**src/rtl/controlador_periodo_pkg.sv**
```systemverilog
// controlador_periodo_pkg
// Shared definitions for the period-measurement controller:
//   - estado_t : FSM state encoding (REPOSO, ARMADO, MIDIENDO, LISTO)
//   - default constants for the tick divider, counter width, timeout and
//     averaging depth (the top module exposes them as overridable parameters)
package controlador_periodo_pkg;

  typedef enum logic [1:0] {
    REPOSO   = 2'd0,
    ARMADO   = 2'd1,
    MIDIENDO = 2'd2,
    LISTO    = 2'd3
  } estado_t;

  localparam int TICK_DIV_DEF   = 50;       // clock_FPGA cycles per us (50 MHz)
  localparam int CNT_W_DEF      = 24;       // period / result width in us
  localparam int TIMEOUT_US_DEF = 1000000;  // us without an edge before abort
  localparam int N_PER_LOG2_DEF = 2;        // log2 of periods averaged

endpackage

```
**src/rtl/controlador_periodo_base_tiempo_us.sv**
```systemverilog
// base_tiempo_us
// Microsecond timebase: a down-counting prescaler that emits a one-cycle
// tick strobe every TICK_DIV cycles. A synchronous clear reloads the
// prescaler so the first tick lands exactly TICK_DIV cycles after the clear.
// Ports:
//   clock_FPGA  in   system clock
//   reset       in   asynchronous, active-low reset
//   clr         in   synchronous clear (phase realignment)
//   tick        out  one-cycle strobe, once per us
module base_tiempo_us
  import controlador_periodo_pkg::*;
#(
  parameter int TICK_DIV = TICK_DIV_DEF
) (
  input  logic clock_FPGA,
  input  logic reset,
  input  logic clr,
  output logic tick
);

  localparam int PW = (TICK_DIV > 1) ? $clog2(TICK_DIV) : 1;
  localparam logic [PW-1:0] CARGA = PW'(TICK_DIV - 1);

  logic [PW-1:0] presc_q, presc_d;

  always_comb begin
    tick    = 1'b0;
    presc_d = presc_q;
    if (clr) begin
      presc_d = CARGA;
    end else if (presc_q == '0) begin
      tick    = 1'b1;
      presc_d = CARGA;
    end else begin
      presc_d = presc_q - PW'(1);
    end
  end

  always_ff @(posedge clock_FPGA or negedge reset) begin
    if (!reset) presc_q <= '0;
    else        presc_q <= presc_d;
  end

endmodule

```
**src/rtl/controlador_periodo.sv**
```systemverilog
// controlador_periodo
// Sequences square-wave period measurement: arms on iniciar, waits for the
// first rising edge, counts us ticks between successive edges and presents
// the result through a valid/ack handshake. Owns the us timebase.
//
// Optional feature macro: PERIODO_PROMEDIO_EN
//   defined   -> result is the truncated average of 2^N_PER_LOG2 periods
//   undefined -> measurement ends after one period (raw count)
//
// Ports:
//   clock_FPGA      in   system clock
//   reset           in   asynchronous, active-low reset
//   flanco_pos      in   single-cycle rising-edge pulse
//   iniciar         in   start request pulse
//   ack             in   consumer acknowledges the result
//   periodo_us      out  measured (average) period in us
//   periodo_valido  out  result available, held until ack
//   timeout_err     out  result is a timeout (qualified by periodo_valido)
//   ocupado         out  high while armed or measuring
//
// state    | meaning
// ---------+-----------------------------------------------------------
// REPOSO   | idle, waits for iniciar
// ARMADO   | waits for the first edge; own us down-timer for timeout
// MIDIENDO | counts us ticks; each edge closes one period
// LISTO    | holds the result until ack
module controlador_periodo
  import controlador_periodo_pkg::*;
#(
  parameter int TICK_DIV   = TICK_DIV_DEF,
  parameter int CNT_W      = CNT_W_DEF,
`ifdef PERIODO_PROMEDIO_EN
  parameter int N_PER_LOG2 = N_PER_LOG2_DEF,
`endif
  parameter int TIMEOUT_US = TIMEOUT_US_DEF
) (
  input  logic             clock_FPGA,
  input  logic             reset,
  input  logic             flanco_pos,
  input  logic             iniciar,
  input  logic             ack,
  output logic [CNT_W-1:0] periodo_us,
  output logic             periodo_valido,
  output logic             timeout_err,
  output logic             ocupado
);

  localparam logic [CNT_W-1:0] CNT_MAX   = {CNT_W{1'b1}};
  localparam logic [CNT_W-1:0] TIMEOUT_V = CNT_W'(TIMEOUT_US);

  estado_t          estado_q, estado_d;
  logic [CNT_W-1:0] cnt_q, cnt_d;
  logic [CNT_W-1:0] armado_q, armado_d;
  logic [CNT_W-1:0] periodo_q, periodo_d;
  logic             valido_q, valido_d;
  logic             timeout_q, timeout_d;
  logic             tick;
  logic             clr_base;
  logic [CNT_W-1:0] cnt_inc;

`ifdef PERIODO_PROMEDIO_EN
  localparam int ACC_W = CNT_W + N_PER_LOG2;
  localparam logic [N_PER_LOG2:0] RESTO_INI = (N_PER_LOG2 + 1)'((1 << N_PER_LOG2) - 1);

  logic [ACC_W-1:0]    acc_q, acc_d, acc_sum;
  logic [N_PER_LOG2:0] resto_q, resto_d;

  assign acc_sum = acc_q + ACC_W'(cnt_inc);
`endif

  base_tiempo_us #(
    .TICK_DIV(TICK_DIV)
  ) u_base_tiempo_us (
    .clock_FPGA(clock_FPGA),
    .reset     (reset),
    .clr       (clr_base),
    .tick      (tick)
  );

  // Tick is counted before a coincident edge closes the period; the counter
  // sticks at full scale instead of wrapping.
  assign cnt_inc = (tick && (cnt_q != CNT_MAX)) ? cnt_q + CNT_W'(1) : cnt_q;

  always_comb begin
    estado_d  = estado_q;
    cnt_d     = cnt_q;
    armado_d  = armado_q;
    periodo_d = periodo_q;
    valido_d  = valido_q;
    timeout_d = timeout_q;
    clr_base  = 1'b0;
`ifdef PERIODO_PROMEDIO_EN
    acc_d     = acc_q;
    resto_d   = resto_q;
`endif

    case (estado_q)
      REPOSO: begin
        if (iniciar) begin
          estado_d = ARMADO;
          clr_base = 1'b1;
          armado_d = TIMEOUT_V;
        end
      end

      ARMADO: begin
        if (flanco_pos) begin
          estado_d = MIDIENDO;
          clr_base = 1'b1;
          cnt_d    = '0;
`ifdef PERIODO_PROMEDIO_EN
          acc_d    = '0;
          resto_d  = RESTO_INI;
`endif
        end else if (tick && (armado_q != '0)) begin
          armado_d = armado_q - CNT_W'(1);
          if (armado_q == CNT_W'(1)) begin
            estado_d  = LISTO;
            valido_d  = 1'b1;
            timeout_d = 1'b1;
            periodo_d = '0;
          end
        end
      end

      MIDIENDO: begin
        cnt_d = cnt_inc;
        // An edge on the threshold cycle wins over the timeout.
        if (flanco_pos) begin
          cnt_d = '0;
`ifdef PERIODO_PROMEDIO_EN
          acc_d = acc_sum;
          if (resto_q == '0) begin
            estado_d  = LISTO;
            valido_d  = 1'b1;
            timeout_d = 1'b0;
            periodo_d = CNT_W'(acc_sum >> N_PER_LOG2);
          end else begin
            resto_d = resto_q - (N_PER_LOG2 + 1)'(1);
          end
`else
          estado_d  = LISTO;
          valido_d  = 1'b1;
          timeout_d = 1'b0;
          periodo_d = cnt_inc;
`endif
        end else if (cnt_inc >= TIMEOUT_V) begin
          estado_d  = LISTO;
          valido_d  = 1'b1;
          timeout_d = 1'b1;
          periodo_d = '0;
        end
      end

      LISTO: begin
        if (ack) begin
          valido_d  = 1'b0;
          timeout_d = 1'b0;
          if (iniciar) begin
            estado_d = ARMADO;
            clr_base = 1'b1;
            armado_d = TIMEOUT_V;
          end else begin
            estado_d = REPOSO;
          end
        end
      end

      default: estado_d = REPOSO;
    endcase
  end

  always_ff @(posedge clock_FPGA or negedge reset) begin
    if (!reset) begin
      estado_q  <= REPOSO;
      cnt_q     <= '0;
      armado_q  <= '0;
      periodo_q <= '0;
      valido_q  <= 1'b0;
      timeout_q <= 1'b0;
`ifdef PERIODO_PROMEDIO_EN
      acc_q     <= '0;
      resto_q   <= '0;
`endif
    end else begin
      estado_q  <= estado_d;
      cnt_q     <= cnt_d;
      armado_q  <= armado_d;
      periodo_q <= periodo_d;
      valido_q  <= valido_d;
      timeout_q <= timeout_d;
`ifdef PERIODO_PROMEDIO_EN
      acc_q     <= acc_d;
      resto_q   <= resto_d;
`endif
    end
  end

  assign periodo_us     = periodo_q;
  assign periodo_valido = valido_q;
  assign timeout_err    = timeout_q;
  assign ocupado        = (estado_q == ARMADO) || (estado_q == MIDIENDO);

endmodule

```
**config.mk**
```make
export PLATFORM = sky130hd
export DESIGN_NAME = controlador_periodo
export DESIGN_NICKNAME = d
export VERILOG_FILES = /design/src/rtl/controlador_periodo_pkg.sv /design/src/rtl/controlador_periodo_base_tiempo_us.sv /design/src/rtl/controlador_periodo.sv
export SDC_FILE = /design/constraint.sdc
export NUM_CORES = 1
export LEC_CHECK = 0
export CAP_MARGIN = 30
export CORE_ASPECT_RATIO = 0.75
export CORE_MARGIN = 8
export CORE_UTILIZATION = 59
export DETAILED_ROUTE_END_ITERATION = 16
export PLACE_DENSITY = 0.77
export SLEW_MARGIN = 30
export SYNTH_ARGS = -nofsm -noshare
export SYNTH_HDL_FRONTEND = slang
export SYNTH_HIERARCHICAL = 1
export SYNTH_SLANG_ARGS = --single-unit
```
**constraint.sdc**
```tcl
create_clock -name clock_FPGA -period 4.49 [get_ports clock_FPGA]
set_clock_uncertainty 0.1 [all_clocks]
set_input_delay 0.898 -clock clock_FPGA [delete_from_list [all_inputs] [get_ports clock_FPGA]]
set_output_delay 0.898 -clock clock_FPGA [all_outputs]
set_load 0.005 [all_outputs]
```
# Word-level counts from Yosys, hierarchy flattened
# Index checks and enable logic that the tools add are counted.
# Widths: inputs -> output; s select.
# classes
add_sub_neg	3
magnitude_cmp	1
n_eq_ne	14
n_mux	41
reduce_logical	14
# op_table
cell	n
$mux 24	12
$pmux 24 s2	2
$pmux 24 s3	1
$add 24x1->24 const B	1
$eq 24x1->1 const B	1
$ge 24x20->1 const B	1
$ne 24x24->1 const B	1
$reduce_bool 24->1	1
$sub 24x1->24 const B	1
$mux 2	7
$mux 1	13
$mux 6	2
$ne 2x2->1 const B	6
$reduce_and 5->1	2
$ne 3x3->1 const B	3
$pmux 1 s3	3
$pmux 2 s4	1
$logic_not 6->1	1
$reduce_and 6->1	1
$reduce_bool 3->1	2
$sub 6x1->6 const B	1
$eq 2x2->1 const B	2
$reduce_and 4->1	1
$eq 2x1->1 const B	1
other kinds (5)	6
# word_totals
regBits	82
input_bits	5
out_inout_bits	27

# Logic depth before layout (Yosys ltp)
# logic_depth
word_depth	10
ltp_mapped	17
depth_no_buf	15

# Cells and area by module
# Netlist, hierarchy kept.
# modules_own_cells
mod	instances	cells_each	area_each_um2
controlador_periodo	1	464	4349.2
base_tiempo_us	1	28	292.8

# Least setup slack after synthesis
# No wires, ideal clock.
# synth_path
path_kind	input -> register
from	input flanco_pos
to	register periodo_q[0], in the netlist periodo_us[0]
setup_ns	0.121
arrival_ns	3.542
required_ns	4.269
slack_ns	0.727
path_stages	15
path_buffers	3
path_cell_list	clkbuf_1 -> a2bb2oi_1 -> nor2_1 -> nor2_1 -> clkbuf_1 -> and3_1 -> nand3_1 -> or4_1 -> and3_1 -> nand4_1 -> o21bai_1 -> o211ai_2 -> nand3b_4 -> buf_6 -> a22o_1
# synth_via
elab_chain_len	8
word_cells_on_any_way	13
classes_between	order compare: 1; eq/ne: 3; mux: 6; reduce/logical: 3
# synth_rtl
element	line_no	source
from (decl)	controlador_periodo.sv:39	input logic flanco_pos,
$mux 1 (*)	controlador_periodo.sv:107	if (flanco_pos) begin
$pmux 1 s3 (*)	controlador_periodo.sv:97	case (estado_q)
via clr_base	controlador_periodo.sv:58	logic clr_base;
$mux 1 (*)	controlador_periodo_base_tiempo_us.sv:29	if (clr) begin
via tick	controlador_periodo.sv:57	logic tick;
$logic_and 1x1->1	controlador_periodo.sv:82	assign cnt_inc = (tick && (cnt_q != CNT_MAX)) ? cnt_q + CNT_W'(1) : cnt_q;
$mux 24	controlador_periodo.sv:82	
$ge 24x20->1	controlador_periodo.sv:147	end else if (cnt_inc >= TIMEOUT_V) begin
$ne 3x3->1 (no source line)	n/a	
$reduce_and 5->1 (no source line)	n/a	
to (signal assigned)	controlador_periodo.sv:189	periodo_q <= periodo_d;
to (decl)	controlador_periodo.sv:54	logic [CNT_W-1:0] periodo_q, periodo_d;
# The timed path passes the listed nets; every way through them passes the cells marked *.
# A chain may end at the register's enable or synchronous reset.

# Worst setup path in the final report
# layout_path
from	input ack
to	register periodo_q[8], in the netlist periodo_us[8]
# layout_via
elab_chain_len	8
word_cells_on_any_way	12
classes_between	order compare: 1; eq/ne: 2; mux: 6; reduce/logical: 3
# layout_rtl
element	line_no	source
from (decl)	controlador_periodo.sv:41	input logic ack,
$mux 1 (*)	controlador_periodo.sv:156	if (ack) begin
$pmux 1 s3 (*)	controlador_periodo.sv:97	
via clr_base	controlador_periodo.sv:58	
$mux 1 (*)	controlador_periodo_base_tiempo_us.sv:29	
via tick	controlador_periodo.sv:57	
$logic_and 1x1->1	controlador_periodo.sv:82	
$mux 24	controlador_periodo.sv:82	
$ge 24x20->1	controlador_periodo.sv:147	
$ne 3x3->1 (no source line)	n/a	
$reduce_and 5->1 (no source line)	n/a	
# Marked as above.

==> results.ini <==
[status]
status=completed

[placed_design]
gp_congestion=0.899
port_buffers=31
dp.cells=599
hpwlAfterDp_mm=7.08

[route]
drc=0
avgRoutedWirePerCell_um=16.9
num_vias=3790
met1_length_mm=5.16
wl_met2_mm=4.29
firstDrtPassIters=5
ant_nets=0
drt-total-wl_mm=10.4
highest_layer=met4
route.met3.wl_um=822
drtIter0Drc=452
vias_per_cell=6.17

[die]
die_x_um=118
io_pins=32
core_area_sq_um=7780
die-height_um=92.8
rows=28
die_area_sq_um=11000
initial_core_util_pct=59.7

[power]
seq_power_share_pct=39.8
combPwrFrac_pct=34.9
p_int_mw=1.42
cellPowerDensity_nw_per_um2=433
peakVddDrop_uv=247
finalPower_mw=2.24
p_switching_uw=821
switching_share_pct=36.7
clkPwrFrac_pct=25.3
leakagePower_nw=2.15

[setup_path]
path_delay_family=simple AND/OR/NAND/NOR gates
cp_slowest_stage_delay_ns=0.54
cp.arrival_ns=4.34
critical_path.startpoint_type=primary input
cp_max_fo=24
endpoint_kind=flop
slowest_stage=or4_1
cp_data_required_time_ns=4.63
cp_cell_sequence=clkdlybuf4s50_1, a21oi_1, a2bb2oi_1, nor2_1, nor2_1, and3_1, nand3_1, or4_1, and3_1, nand4_1, o21bai_1, o211ai_2, nand3b_4, a22o_1
path_class=primary input to flop
critPathBufInv=1

[clocking]
clkLatencyLatePin_ns=0.35
hold_buffers=0
clkSinkCount=82
clockRootBuffer=clkbuf_8
postCtsSetupBuffers=0
numCtsBuffers=9
path_clk_slew_ns=0.08
post_cts_resized=0
tritoncts=built
cts_htree_levels=3
clk_path_buf_depth=2

[layout]
num_antenna_cells=0
area_growth_pct=11.4
drive_gt1_share_pct=7.27
nets=520
nFillCells=653
layout.cells.non_filler=614
utilization_pct=66.5

[global_routing]
grt_max_degree=83
grt_pass1_wl_mm=17.7
first_global_vias=3550
grt-ovfl-total=0
antenna_found_initial=0
track_usage_pct=19.4

[sta]
hold_viol=0
slew_viol_final=0
worstMarginPinSlew_ns=0.758
setup_viol=0
setup_tns_ns=0
slew_headroom_pct=49.5
whs_ns=0.373
rsz0062_at_grt=no
fmax_mhz=238
period_share_pct=93.5
min_period_ns=4.20

[synth]
syn_nets=507
ys_ff_latch=82
syn_area_sq_um=4640
yosysWarnings=6
syn_inst=492
syn_area_per_cell_sq_um=9.43
synthFlopType=dfrtp_1
ys_seq_area_share_pct=44.2
yosys.cell_types.count=57
async_reset_ff_share_pct=100
synth-edff-count=0

[worst_hold_path]
hp-class=flop to flop

[run]
cap_violations=0

-- layout make-up --
class / instances / area [sq um] / share of cell area [%]
Inverter: 8 / 30.0 / 0.581
Clock buffer: 12 / 135 / 2.61
Tap cell: 105 / 131 / 2.54
Multi-Input combinational cell: 366 / 2390 / 46.3
Timing Repair Buffer: 38 / 364 / 7.04
Sequential cell: 82 / 2050 / 39.7
Clock inverter: 3 / 65.1 / 1.26
-- placed cells by master (no fill, tap or decap), drive strengths merged, types with 11 or more instances in the layout --
master	synthesis	final
dfrtp	82	82
nand2	45	45
nor2	42	42
o21ai	35	35
xnor2	31	31
clkdlybuf4s50	0	30
nand3	19	19
nor3	17	17
a22o	16	16
or3	15	15
o31ai	14	14
a21oi	12	12
clkbuf	21	12
nand4	11	11
-- cell usage after synthesis, types with 2 or more instances --
library cell,count,area (sq um)
o2bb2ai_1,10,87.6
or2_2,3,18.8
mux2i_1,4,40.0
o31a_1,2,17.5
o31ai_1,14,105
o21ai_1,2,10.0
nor3_1,17,85.1
nor4_1,7,43.8
xor2_1,10,87.6
buf_6,2,22.5
nor2b_1,5,31.3
inv_1,8,30.0
or4_1,6,45.0
dfrtp_1,82,2050
a21oi_1,12,60.1
nand3_1,18,90.1
buf_2,8,40.0
nor2_1,42,158
clkbuf_1,20,75.1
o21ai_0,33,165
xnor2_1,31,272
buf_4,4,30.0
a31oi_1,7,43.8
o21a_1,3,22.5
or3_4,2,22.5
nand4_1,8,50.1
or3_1,13,81.3
a22o_1,16,140
and4_1,5,43.8
ha_1,10,125
a21o_1,6,45.0
and3_1,10,62.6
nand2_1,45,169
nand4_2,3,37.5
nand3b_1,2,15.0
-- sequential cells by signal (all words and copies together), names as in the netlist --
register,count
armado_q,24
cnt_q,24
periodo_us,24
u_base_tiempo_us/presc_q,6
estado_q,2
periodo_valido,1
timeout_err,1
-- cell families after synthesis --
group / Yosys count / share of synthesized area [%]
simple gates: 194 / 22.5
compound gates: 116 / 17.3
flops: 82 / 44.2
buf+inv: 44 / 4.45
xor+xnor: 41 / 7.74
fa+ha+maj: 10 / 2.70
mux: 5 / 1.11
-- path summary, 6_finish.rpt --
kind | slack, ns | end | startpoint | depth (start not counted)
setup / recovery | 0.29 | periodo_us[8] | ack | 14
hold / removal | 0.37 | u_base_tiempo_us/presc_q[0] | u_base_tiempo_us/presc_q[0] | 1
setup reg to reg | 0.63 | periodo_us[8] | estado_q[0] | 15
hold reg to reg | 0.37 | u_base_tiempo_us/presc_q[0] | u_base_tiempo_us/presc_q[0] | 1
max in group asynchronous | 3.29 | armado_q[4] | reset | 1
min in group asynchronous | 0.47 | u_base_tiempo_us/presc_q[4] | reset | 1
-- stage by stage --
step	setup slack, ns	cell area, sq um
2_1_floorplan	0.727	4640
3_3_place_gp	0.121	4960
3_5_place_dp	-0.0127	4970
4_1_cts	0.345	5170
5_1_grt	0.0838	5170
6_report	0.292	5170
-- per-layer routing --
layer | up-vias | GRT usage (%)
met4 | 0 | 5.25
met5 | - | 0
met3 | 13 | 5.29
met2 | 149 | 27.9
met1 | 1819 | 28.0
li1 | 1809 | -
-- power groups by stage --
stage / clock network (mW) / logic (mW) / registers [mW]
floorplan: 0 / 0.594 / 0.887
global placement: 0 / 0.756 / 0.899
detailed placement: 0 / 0.777 / 0.904
CTS: 0.575 / 0.783 / 0.889
global route: 0.608 / 0.865 / 0.900
finish: 0.566 / 0.782 / 0.890
Power figures use the tool's default switching activity.
